## src/rtl/seg_scan_mux.sv

```systemverilog
// Multiplexed 7-segment scan driver: time-slots one digit at a time with a dark lead-in,
// per-digit masking, 16-level PWM brightness, selectable output polarity and a frame tick.
module seg_scan_mux #(
    parameter int NUM_DIGITS     = 8,
    parameter int SEG_W          = 7,
    parameter int PRESCALE       = 1024,
    parameter int BLANK_CYC      = 16,
    parameter int EN_ACTIVE_LOW  = 1,
    parameter int SEG_ACTIVE_LOW = 0
) (
    input  logic                        clk,
    input  logic                        rst_x,
    input  logic [NUM_DIGITS*SEG_W-1:0] seg_in,
    input  logic [NUM_DIGITS-1:0]       digit_mask,
    input  logic [3:0]                  brightness,
    output logic [SEG_W-1:0]            seg_display,
    output logic [NUM_DIGITS-1:0]       array_en,
    output logic                        frame_tick
);

    localparam int CNT_W = $clog2(PRESCALE);
    localparam int LOC_W = (NUM_DIGITS > 1) ? $clog2(NUM_DIGITS) : 1;

    localparam logic [CNT_W-1:0]      CNT_MAX   = CNT_W'(PRESCALE - 1);
    localparam logic [CNT_W-1:0]      BLANK_END = CNT_W'(BLANK_CYC);
    localparam logic [LOC_W-1:0]      LOC_MAX   = LOC_W'(NUM_DIGITS - 1);
    localparam logic [NUM_DIGITS-1:0] EN_OFF    = (EN_ACTIVE_LOW != 0) ? {NUM_DIGITS{1'b1}} : '0;
    localparam logic [SEG_W-1:0]      SEG_OFF   = (SEG_ACTIVE_LOW != 0) ? {SEG_W{1'b1}} : '0;

    logic [CNT_W-1:0]      cnt_q, cnt_d;
    logic [LOC_W-1:0]      scan_loc_q, scan_loc_d;
    logic [SEG_W-1:0]      shadow_seg_q, shadow_seg_d;
    logic                  shadow_mask_q, shadow_mask_d;
    logic [3:0]            shadow_bright_q, shadow_bright_d;
    logic [SEG_W-1:0]      seg_display_q, seg_display_d;
    logic [NUM_DIGITS-1:0] array_en_q, array_en_d;
    logic                  frame_tick_q, frame_tick_d;

    logic [SEG_W-1:0]      digit_pat [NUM_DIGITS];
    logic [NUM_DIGITS-1:0] onehot;
    logic                  slot_end;
    logic                  last_digit;
    logic                  lit;

    genvar gi;
    generate
        for (gi = 0; gi < NUM_DIGITS; gi++) begin : g_digit
            assign digit_pat[gi] = seg_in[gi*SEG_W +: SEG_W];
        end
    endgenerate

    always_comb begin
        slot_end   = (cnt_q == CNT_MAX);
        last_digit = (scan_loc_q == LOC_MAX);

        cnt_d      = slot_end ? '0 : cnt_q + 1'b1;
        scan_loc_d = scan_loc_q;
        if (slot_end) begin
            scan_loc_d = last_digit ? '0 : scan_loc_q + 1'b1;
        end

        // Inputs are frozen for the whole slot so a mid-slot change cannot tear the digit.
        shadow_seg_d    = shadow_seg_q;
        shadow_mask_d   = shadow_mask_q;
        shadow_bright_d = shadow_bright_q;
        if (cnt_q == '0) begin
            shadow_seg_d    = digit_pat[scan_loc_q];
            shadow_mask_d   = digit_mask[scan_loc_q];
            shadow_bright_d = brightness;
        end

        // The shadow is stale at cnt==0, which is harmless because cnt==0 is always blanked.
        lit = (cnt_q >= BLANK_END) && shadow_mask_q && (cnt_q[3:0] <= shadow_bright_q);

        onehot             = '0;
        onehot[scan_loc_q] = 1'b1;

        array_en_d    = lit ? (onehot ^ EN_OFF) : EN_OFF;
        seg_display_d = lit ? (shadow_seg_q ^ SEG_OFF) : SEG_OFF;
        frame_tick_d  = slot_end && last_digit;
    end

    always_ff @(posedge clk) begin
        if (!rst_x) begin
            cnt_q           <= '0;
            scan_loc_q      <= '0;
            shadow_seg_q    <= '0;
            shadow_mask_q   <= 1'b0;
            shadow_bright_q <= '0;
            seg_display_q   <= SEG_OFF;
            array_en_q      <= EN_OFF;
            frame_tick_q    <= 1'b0;
        end else begin
            cnt_q           <= cnt_d;
            scan_loc_q      <= scan_loc_d;
            shadow_seg_q    <= shadow_seg_d;
            shadow_mask_q   <= shadow_mask_d;
            shadow_bright_q <= shadow_bright_d;
            seg_display_q   <= seg_display_d;
            array_en_q      <= array_en_d;
            frame_tick_q    <= frame_tick_d;
        end
    end

    assign seg_display = seg_display_q;
    assign array_en    = array_en_q;
    assign frame_tick  = frame_tick_q;

endmodule

```

## config.mk

```make
export PLATFORM = sky130hd
export DESIGN_NAME = seg_scan_mux
export DESIGN_NICKNAME = d
export VERILOG_FILES = /design/src/rtl/seg_scan_mux.sv
export SDC_FILE = /design/constraint.sdc
export NUM_CORES = 1
export LEC_CHECK = 0
export CAP_MARGIN = 20
export CORE_MARGIN = 3
export CORE_UTILIZATION = 48
export CTS_BUF_LIST = sky130_fd_sc_hd__clkbuf_2 sky130_fd_sc_hd__clkbuf_4 sky130_fd_sc_hd__clkbuf_8
export DETAILED_ROUTE_END_ITERATION = 8
export GPL_TIMING_DRIVEN = 1
export PLACE_DENSITY = 0.95
export SLEW_MARGIN = 10
export SYNTH_ARGS = -nofsm -noshare
export SYNTH_HDL_FRONTEND = slang
export SYNTH_SLANG_ARGS = --single-unit
```

## constraint.sdc

```tcl
create_clock -name clk -period 2.5 [get_ports clk]
set_input_delay 0.25 -clock clk [delete_from_list [all_inputs] [get_ports clk]]
set_output_delay 0.25 -clock clk [all_outputs]
set_load 0.02 [all_outputs]
```

# Word-level counts from Yosys, hierarchy flattened
# Index checks and enable logic that the tools add are counted.
[classes]
n_addsub = 2
magnitude_cmp = 5
eq_ne = 2
mux = 8
n_bitwise = 3
n_reduce_logical = 7
[op_table]
columns = ["cell", "count"]
rows = [
  ["7-bit binary-select mux with 3-bit select", 1],
  ["7-bit two-way mux", 2],
  ["10-bit by 1-bit adder with 10-bit output (second input constant)", 1],
  ["10-bit equality test (second input constant)", 1],
  ["10-bit by 5-bit greater-or-equal comparator with 1-bit output (second input constant)", 1],
  ["10-bit logical NOT", 1],
  ["8-bit NOT", 1],
  ["4-bit greater-or-equal comparator (second input constant)", 1],
  ["4-bit less-or-equal comparator", 1],
  ["1-bit logical AND", 4],
  ["3-bit by 4-bit less-than comparator with 1-bit output (second input constant)", 1],
  ["3-bit NOT with 4-bit output", 1],
  ["3-bit by 1-bit adder with 3-bit output (second input constant)", 1],
  ["1-bit binary-select mux with 3-bit select", 1],
  ["1-bit demux with 3-bit select", 1],
  ["3-bit equality test (second input constant)", 1],
  ["3-bit by 1-bit greater-or-equal comparator with 1-bit output (second input constant)", 1],
  ["3-bit two-way mux", 1],
  ["1-bit two-way mux", 2],
  ["2-bit AND reduction", 1],
  ["2-bit OR reduction", 1],
  ["1-bit NOT", 1],
]
[word_totals]
reg_bits = 41
in_bits = 70
elab_cells = 35

# Logic depth before layout (Yosys ltp)
# Gate-level depths: netlist of run 1.
[depth]
word_depth = 5
mapped_depth = 6

# Least setup slack after synthesis of run 1
# OpenSTA, ideal clock, no wires.
[synth_path]
kind = "register -> register"
from = "reg cnt_q[3]"
to = "reg seg_display_q[0], in the netlist seg_display[0]"
t_arrival_ps = 1336
t_required_ps = 2365
setup_slack_ps = 1029
stages_incl_launch_ff = 6
cell_sequence = "dfxtp_1 -> ha_1 -> and2_1 -> o21ai_0 -> a32oi_1 -> nor2_1"
[synth_via]
elab_chain_len = 4
elab_cells_between_ends = 5
classes_between = "2 x order compare; 3 x reduce/logical"
[synth_rtl]
columns = ["item", "line_no", "source"]
rows = [
  ["start: declaration", "30", "logic [CNT_W-1:0] cnt_q, cnt_d;"],
  ["start signal: assignment", "94", "cnt_q <= cnt_d;"],
  ["10-bit by 5-bit greater-or-equal comparator with 1-bit output", "73", "lit = (cnt_q >= BLANK_END) && shadow_mask_q && (cnt_q[3:0] <= shadow_bright_q);"],
  ["1-bit logical AND", "73", ""],
  ["1-bit logical AND *", "73", ""],
  ["2-bit AND reduction (no source line) *", "--", ""],
  ["end signal: assignment", "99", "seg_display_q <= seg_display_d;"],
  ["end: declaration", "35", "logic [SEG_W-1:0] seg_display_q, seg_display_d;"],
]
# Mark *: on every way between the ends. The rest lies on a longest branch, timed or not.
# A chain may end at the register's enable or synchronous reset.

# Worst setup path in the final report of run 1
[layout_path]
from = "reg scan_loc_q[0]"
to = "reg shadow_seg_q[3]"
[layout_via]
elab_chain_len = 4
[layout_rtl]
columns = ["item", "line_no", "source"]
rows = [
  ["start: declaration", "31", "logic [LOC_W-1:0] scan_loc_q, scan_loc_d;"],
  ["start signal: assignment", "95", "scan_loc_q <= scan_loc_d;"],
  ["3-bit NOT with 4-bit output (not written as such)", "67", "shadow_seg_d = digit_pat[scan_loc_q];"],
  ["7-bit binary-select mux with 3-bit select", "67", ""],
  ["7-bit two-way mux (not written as such) (2 in a row)", "67", ""],
  ["end signal: assignment", "96", "shadow_seg_q <= shadow_seg_d;"],
  ["end: declaration", "32", "logic [SEG_W-1:0] shadow_seg_q, shadow_seg_d;"],
]
# No other way between the ends. The select of a mux whose other input is x is not followed.

==> metrics.csv, run 1 <==
metric;value;unit
hold_violations;0;
synth_cells;211;
cts_max_level;2;
synthSimpleGateAreaFrac;19.4;%
syn_area;0.00218;sq mm
synthXorXnorAreaFrac;2.81;%
cp.arrival;2040;ps
nets;369;
max_slew_margin;45.4;%
drive_above_1_share;12.7;%
cp_slowest_cell;dfxtp_1;
ys_top_cells_by_count;dfxtp_1 (41), nor2_1 (24), nand2_1 (17);
grt.total_usage;21.3;%
setup.worst_path.class;reg2reg;
yosys-top-cells-area;dfxtp_1 (38%), mux4_2 (17%), ha_1 (4.6%), nand4_1 (4.6%), nor2_1 (4.1%);
grt_remaining_overflow;0;
holdCritPathClass;reg2reg;
dpl.hpwl;4.24;mm
grt_setup_unrepaired;false;
power_density;514;mW/mm^2
synth.avg_cell_area;10.3;sq um
worstMarginPinSlew;818;ps
synth_largest_area_cell;dfxtp_1;
start_util;51.9;%
cts_buffer_depth;2;
tns;0;ps
fin_crit_sh;74.3;%
r2r_slack;640;ps
gp_congestion;0.824;
crit_buf_inv;0;
fp.dieArea;0.00539;sq mm
drt_iter0_markers;148;
critPathTopFamily;flip-flops;
use_met2;37.8;%
first_pass_iters;4;
synth.mux.area_fraction;20.2;%
cts_tree;built;
cts_sinks;41;
hold-path-cell-count;2;
die_h;73.4;um
min_period;1860;ps
synth-seq-area-share;37.7;%
drtAntennaViolNets;0;
ys_seq_elements;41;
synth-compound-area-share;9.01;%
design.core.area;0.00420;sq mm
ys_warn_count;0;
die_width;73.4;um
vias;1953;
cp-start-kind;flip-flop;
path_clk_slew;90;ps
worst_ep_required_time;2680;ps
grt_pass1_wl;8.89;mm
ir_drop;326;uV
antennaDiodeCount;0;
synth.most_common_cell;dfxtp_1;
ios;86;
place.port_buffers;85;
drv_slew;0;
ctsHoldBuffers;0;
clock-root-buffer;clkbuf_8;
synth_cell_types;31;
fin_area;0.00313;sq mm
placed_cell_area;0.00299;sq mm
first_global_vias;2034;
fin_skew;8.50;ps
r2r_start;scan_loc_q[0]$_SDFFE_PN0N_;
status;completed;
nFillCells;273;
synth_top_family_by_area;multiplexers;
antenna_found_initial;0;
power_leakage;1.13;nW
postCtsResizedCells;0;
areaGrowthSynthToFinish;43.6;%
cp_cell_sequence;mux4_2, mux2i_1, a21oi_1;
synthDominantCellAreaShare;37.7;%
fin_total_pwr;1.61;mW
worstRegToRegCells;3;
clock_latency;290;ps
r2r-end;shadow_seg_q[3]$_SDFFE_PN0N_;
grt_max_degree;21;
synthFlopType;dfxtp_1;
grt-busiest-layer;met2;
path_depth;3;
stdcell_count;342;
cp-endpoint;shadow_seg_q[3]$_SDFFE_PN0N_;
place_inst;334;
cts_setup_buffers;0;
maxCapViolCount;0;
ys_async_sr_fraction;0;%
fmax;539;MHz
slowest_delay;860;ps
met1_usage;23.9;%
wl_per_cell;15.6;um
path_max_fanout;16;
drc;0;
setup-violations-final;0;
synthesis.nets;289;
yosys.area_share.adder;4.59;%
synth_edf_count;0;
vias_per_cell;5.71;
grt_use_met3;5.34;%
critPathLaunch;scan_loc_q[0]$_SDFFE_PN0N_;
wl;5.32;mm
cts_made_buffers;5;
row_count;23;
endpoint_kind;flip-flop;
[worst register-to-register path, cell delays in order (launching register included)]
cell and delay [ps]:
dfxtp_1 860, mux4_2 610, mux2i_1 180, a21oi_1 100
[how the worst min path moves through the flow]
stage | end | slack, ps | from
final | shadow_bright_q[3]$_SDFFE_PN0N_ | 470 | shadow_bright_q[3]$_SDFFE_PN0N_
after global routing | shadow_bright_q[3]$_SDFFE_PN0N_ | 490 | shadow_bright_q[3]$_SDFFE_PN0N_
after CTS | shadow_bright_q[3]$_SDFFE_PN0N_ | 470 | shadow_bright_q[3]$_SDFFE_PN0N_
after detailed placement | shadow_bright_q[3]$_SDFFE_PN0N_ | 460 | shadow_bright_q[3]$_SDFFE_PN0N_
after global placement | cnt_q[0]$_SDFF_PP0_ | 450 | cnt_q[0]$_SDFF_PP0_
after floorplan | shadow_bright_q[1]$_SDFFE_PN0N_ | 390 | brightness[1]
[kinds of logic (layout without fill, tap and decap cells)]
family	after synthesis	in the layout
and+or+nand+nor	82	82
DFF	41	41
AOI/OAI and AO/OA	29	29
muxes	24	24
buffers and inverters	20	101
adders and majority gates	8	8
xor gates and xnor gates	7	7
[registers in the layout (all words and copies together), names as in the netlist]
signal	cells
shadow_bright_q	4
array_en	8
shadow_seg_q	7
cnt_q	10
seg_display	7
frame_tick	1
scan_loc_q	3
shadow_mask_q	1
[layout make-up]
class / instances / area [sq um] / area share (%)
flip-flops and latches: 41 / 821 / 26.2
clock inverters: 3 / 68.8 / 2.20
well taps: 50 / 62.6 / 2.00
inverters: 6 / 22.5 / 0.719
clock buffers: 5 / 68.8 / 2.20
multi-input cells: 150 / 1220 / 39.0
repair buffers: 87 / 866 / 27.7
[stage by stage]
stage / worst slack [ps] / utilization [%] / hold WS, ps
after floorplan: 1030 / - / 395
after global placement: 759 / 71.2 / 445
after detailed placement: 645 / 71.2 / 461
after CTS: 633 / 74.5 / 471
after global routing: 547 / 74.5 / 493
final: 643 / 74.5 / 470
[per-layer routing]
layer / part of all wire, % / routed length, um
met1: 37 / 1960
met3: 7.9 / 419
met2: 53 / 2800
met5: 0 / 0
met4: 2.7 / 143
[cell usage in the layout, fill, tap and decap left out, drive strengths merged, types with 3 or more instances in the layout]
cell type	netlist	final
inv	6	7
and2	4	4
nand4	16	16
nand2	17	17
nor2	24	24
xor2	3	3
clkbuf	2	5
a21oi	9	9
mux2i	8	8
a21boi	4	4
clkdlybuf4s50	0	85
nand3	12	12
mux4	16	16
dfxtp	41	41
xnor2	4	4
o21ai	13	13
ha	8	8
[where the power goes]
group          switching (mW)  internal, mW
Clock                   0.233         0.402
Sequential             0.0262         0.679
Combinational           0.111         0.158
Total                   0.371          1.24
Power figures use the tool's default switching activity.
==> run 2: changes to the inputs <==
--- a/config.mk
+++ b/config.mk
@@ -7,11 +7,11 @@
 export LEC_CHECK = 0
 export CAP_MARGIN = 20
 export CORE_MARGIN = 3
-export CORE_UTILIZATION = 48
+export CORE_UTILIZATION = 41
 export CTS_BUF_LIST = sky130_fd_sc_hd__clkbuf_2 sky130_fd_sc_hd__clkbuf_4 sky130_fd_sc_hd__clkbuf_8
 export DETAILED_ROUTE_END_ITERATION = 8
 export GPL_TIMING_DRIVEN = 1
-export PLACE_DENSITY = 0.95
+export PLACE_DENSITY = 0.91
 export SLEW_MARGIN = 10
 export SYNTH_ARGS = -nofsm -noshare
 export SYNTH_HDL_FRONTEND = slang
==> constraint.sdc (replaced) <==
create_clock -name clk -period 1.6 [get_ports clk]
set_input_delay 0.16 -clock clk [delete_from_list [all_inputs] [get_ports clk]]
set_output_delay 0.16 -clock clk [all_outputs]
set_load 0.02 [all_outputs]
==> run 2 against run 1 <==
Compared with the run above: core utilization is 9.6 points lower; clock skew is 4.4 ps lower; critical path type unchanged; first-iteration DRC count is 23% lower; global-route usage is 3.5 points lower; via count is 0.15% higher; cell count is 7.6% higher; setup slack worse by 550 ps; critical path depth is 3 higher; fmax is 23% higher; count of clock-buffer cells in the layout stayed put; die area is 16% higher.
==> metrics.csv, run 2 (same netlist as run 1, synthesis figures left out) <==
metric;value;unit;change
r2r_start;shadow_bright_q[1]$_SDFFE_PN0N_;;
largest_reg_flops;10;;unchanged
design.core.area;0.00494;sq mm;+18%
r2r-end;array_en[6]$_SDFF_PN1_;;
fin_crit_sh;94.0;%;+20 points
fin_area;0.00321;sq mm;+2.4%
power_density;729;mW/mm^2;+42%
ir_drop;413;uV;+27%
maxCapViolCount;0;;unchanged
die_width;78.9;um;+7.5%
stdcell_count;368;;+7.6%
placed_cell_area;0.00310;sq mm;+3.6%
path_max_fanout;8;;-8
nFillCells;403;;+48%
grt_remaining_overflow;0;;unchanged
cp_slowest_cell;dfxtp_1;;
ios;86;;unchanged
cts_max_level;2;;unchanged
status;completed;;
wl_per_cell;14.1;um;-9.5%
antenna_found_initial;0;;unchanged
slowest_delay;330;ps;-530 ps
drtAntennaViolNets;0;;unchanged
grt_pass1_wl;8.65;mm;-2.8%
endpoint_kind;flip-flop;;
gp_congestion;0.837;;+1.6%
worst_ep_required_time;1770;ps;-910 ps
drv_slew;0;;unchanged
r2r_slack;100;ps;-550 ps
hold_violations;0;;unchanged
hold-path-endpoint;shadow_bright_q[0]$_SDFFE_PN0N_;;
cts_tree;built;;
max_slew_margin;76.6;%;+31 points
fin_skew;4.14;ps;-4.36 ps
nets;379;;+2.7%
clock_latency;290;ps;about the same
path_clk_slew;70;ps;-20 ps
worstMarginPinSlew;350;ps;-468 ps
min_period;1500;ps;-353 ps
clock-root-buffer;clkbuf_8;;
cts_made_buffers;5;;unchanged
cp_cell_sequence;inv_1, ha_1, nor2b_1, o21ai_1, a32o_2, nand4_1;;
vias;1956;;+0.15%
cp-start-kind;flip-flop;;
first_pass_iters;4;;unchanged
antennaDiodeCount;0;;unchanged
holdCritPathClass;in2reg;;
fp.dieArea;0.00623;sq mm;+16%
place_inst;361;;+8.1%
cp.arrival;1670;ps;-370 ps
fmax;665;MHz;+23%
worstRegToRegCells;6;;+3
top_register;cnt_q;;
place.port_buffers;85;;unchanged
areaGrowthSynthToFinish;47.1;%;
die_h;78.9;um;+7.5%
min_from;brightness[0];;
dpl.hpwl;4.10;mm;-3.4%
wl;5.18;mm;-2.6%
whs;421;ps;-49.2 ps
setup-violations-final;0;;unchanged
setup.worst_path.class;reg2reg;;
grt_setup_unrepaired;false;;
drc;0;;unchanged
cts_sinks;41;;unchanged
grt_max_degree;24;;+14%
grt.total_usage;17.8;%;-3.5 points
drt_iter0_markers;114;;-23%
power_leakage;1.17;nW;+3.9%
cts_buffer_depth;2;;unchanged
drive_above_1_share;15.6;%;+2.9 points
vias_per_cell;5.32;;-6.9%
first_global_vias;1945;;-4.4%
hold-path-cell-count;3;;+1
start_util;44.1;%;-7.8 points
row_count;25;;+8.7%
final_common_cell;clkdlybuf4s50_1;;
final_cell_mix;clkdlybuf4s50_1 (85), dfxtp_1 (41), nor2_1 (24);;
run 2: worst max path at each step:
stage / start / endpoint
2_1_floorplan: cnt_q[3]$_SDFF_PP0_ / seg_display[0]$_SDFF_PN0_
3_3_place_gp: shadow_bright_q[1]$_SDFFE_PN0N_ / array_en[0]$_SDFF_PN1_
3_5_place_dp: shadow_bright_q[1]$_SDFFE_PN0N_ / array_en[6]$_SDFF_PN1_
4_1_cts: shadow_bright_q[1]$_SDFFE_PN0N_ / array_en[6]$_SDFF_PN1_
5_1_grt: cnt_q[1]$_SDFF_PP0_ / scan_loc_q[2]$_SDFFE_PN0N_
6_report: shadow_bright_q[1]$_SDFFE_PN0N_ / array_en[6]$_SDFF_PN1_
run 2: layout make-up:
| type | instances | area, sq um | share of cell area [%] |
|---|---|---|---|
| Multi-Input combinational cell | 150 | 1220 | 38.1 |
| Timing Repair Buffer | 97 | 953 | 29.7 |
| Sequential cell | 41 | 821 | 25.6 |
| Tap cell | 67 | 83.8 | 2.61 |
| Clock buffer | 5 | 68.8 | 2.15 |
| Clock inverter | 2 | 35.0 | 1.09 |
| Inverter | 6 | 22.5 | 0.702 |
run 2: power by group:
| part | total (mW) | internal, mW | switching (mW) |
|---|---|---|---|
| clock | 0.798 | 0.453 | 0.345 |
| combinational | 0.453 | 0.267 | 0.186 |
| sequential | 1.09 | 1.06 | 0.0249 |
run 2: repair_timing:
action / 4_1_cts / 5_1_grt
hold endpoints to repair: 0 / 0
buffers inserted: 0 / 0
pin swaps: 0 / 1
hold buffers: 0 / 0
setup endpoints to repair: 4 / 13
gates resized for setup: 1 / 1
run 2: per-layer routing:
layer / up-vias / wire length, um / global-route usage [%]
li1: 950 / - / -
met1: 920 / 2090 / 20.6
met2: 78 / 2670 / 31.6
met3: 8 / 326 / 4.20
met4: 0 / 94 / 7.04
met5: - / 0 / 0
run 2: critical path: cells and delay by family (launching register included):
| family | cells | cell delay (ps) |
|---|---|---|
| AO/OA/AOI/OAI | 2 | 440 |
| adder cells (fa/ha/maj) | 1 | 300 |
| buffers and inverters | 1 | 50 |
| flip-flops | 1 | 330 |
| AND/OR/NAND/NOR | 2 | 250 |
run 2: per-stage QoR:
step                      TNS, ps  total power [mW]  util, %  setup WS (ps)
after CTS                       0              2.35     64.9           70.6
after floorplan                 0              1.33        -            129
after global routing            0              2.45     64.9           13.0
after detailed placement    -5.45              1.56     62.8          -5.45
after global placement          0              1.54     62.8           98.0
final                           0              2.34     64.9           95.8
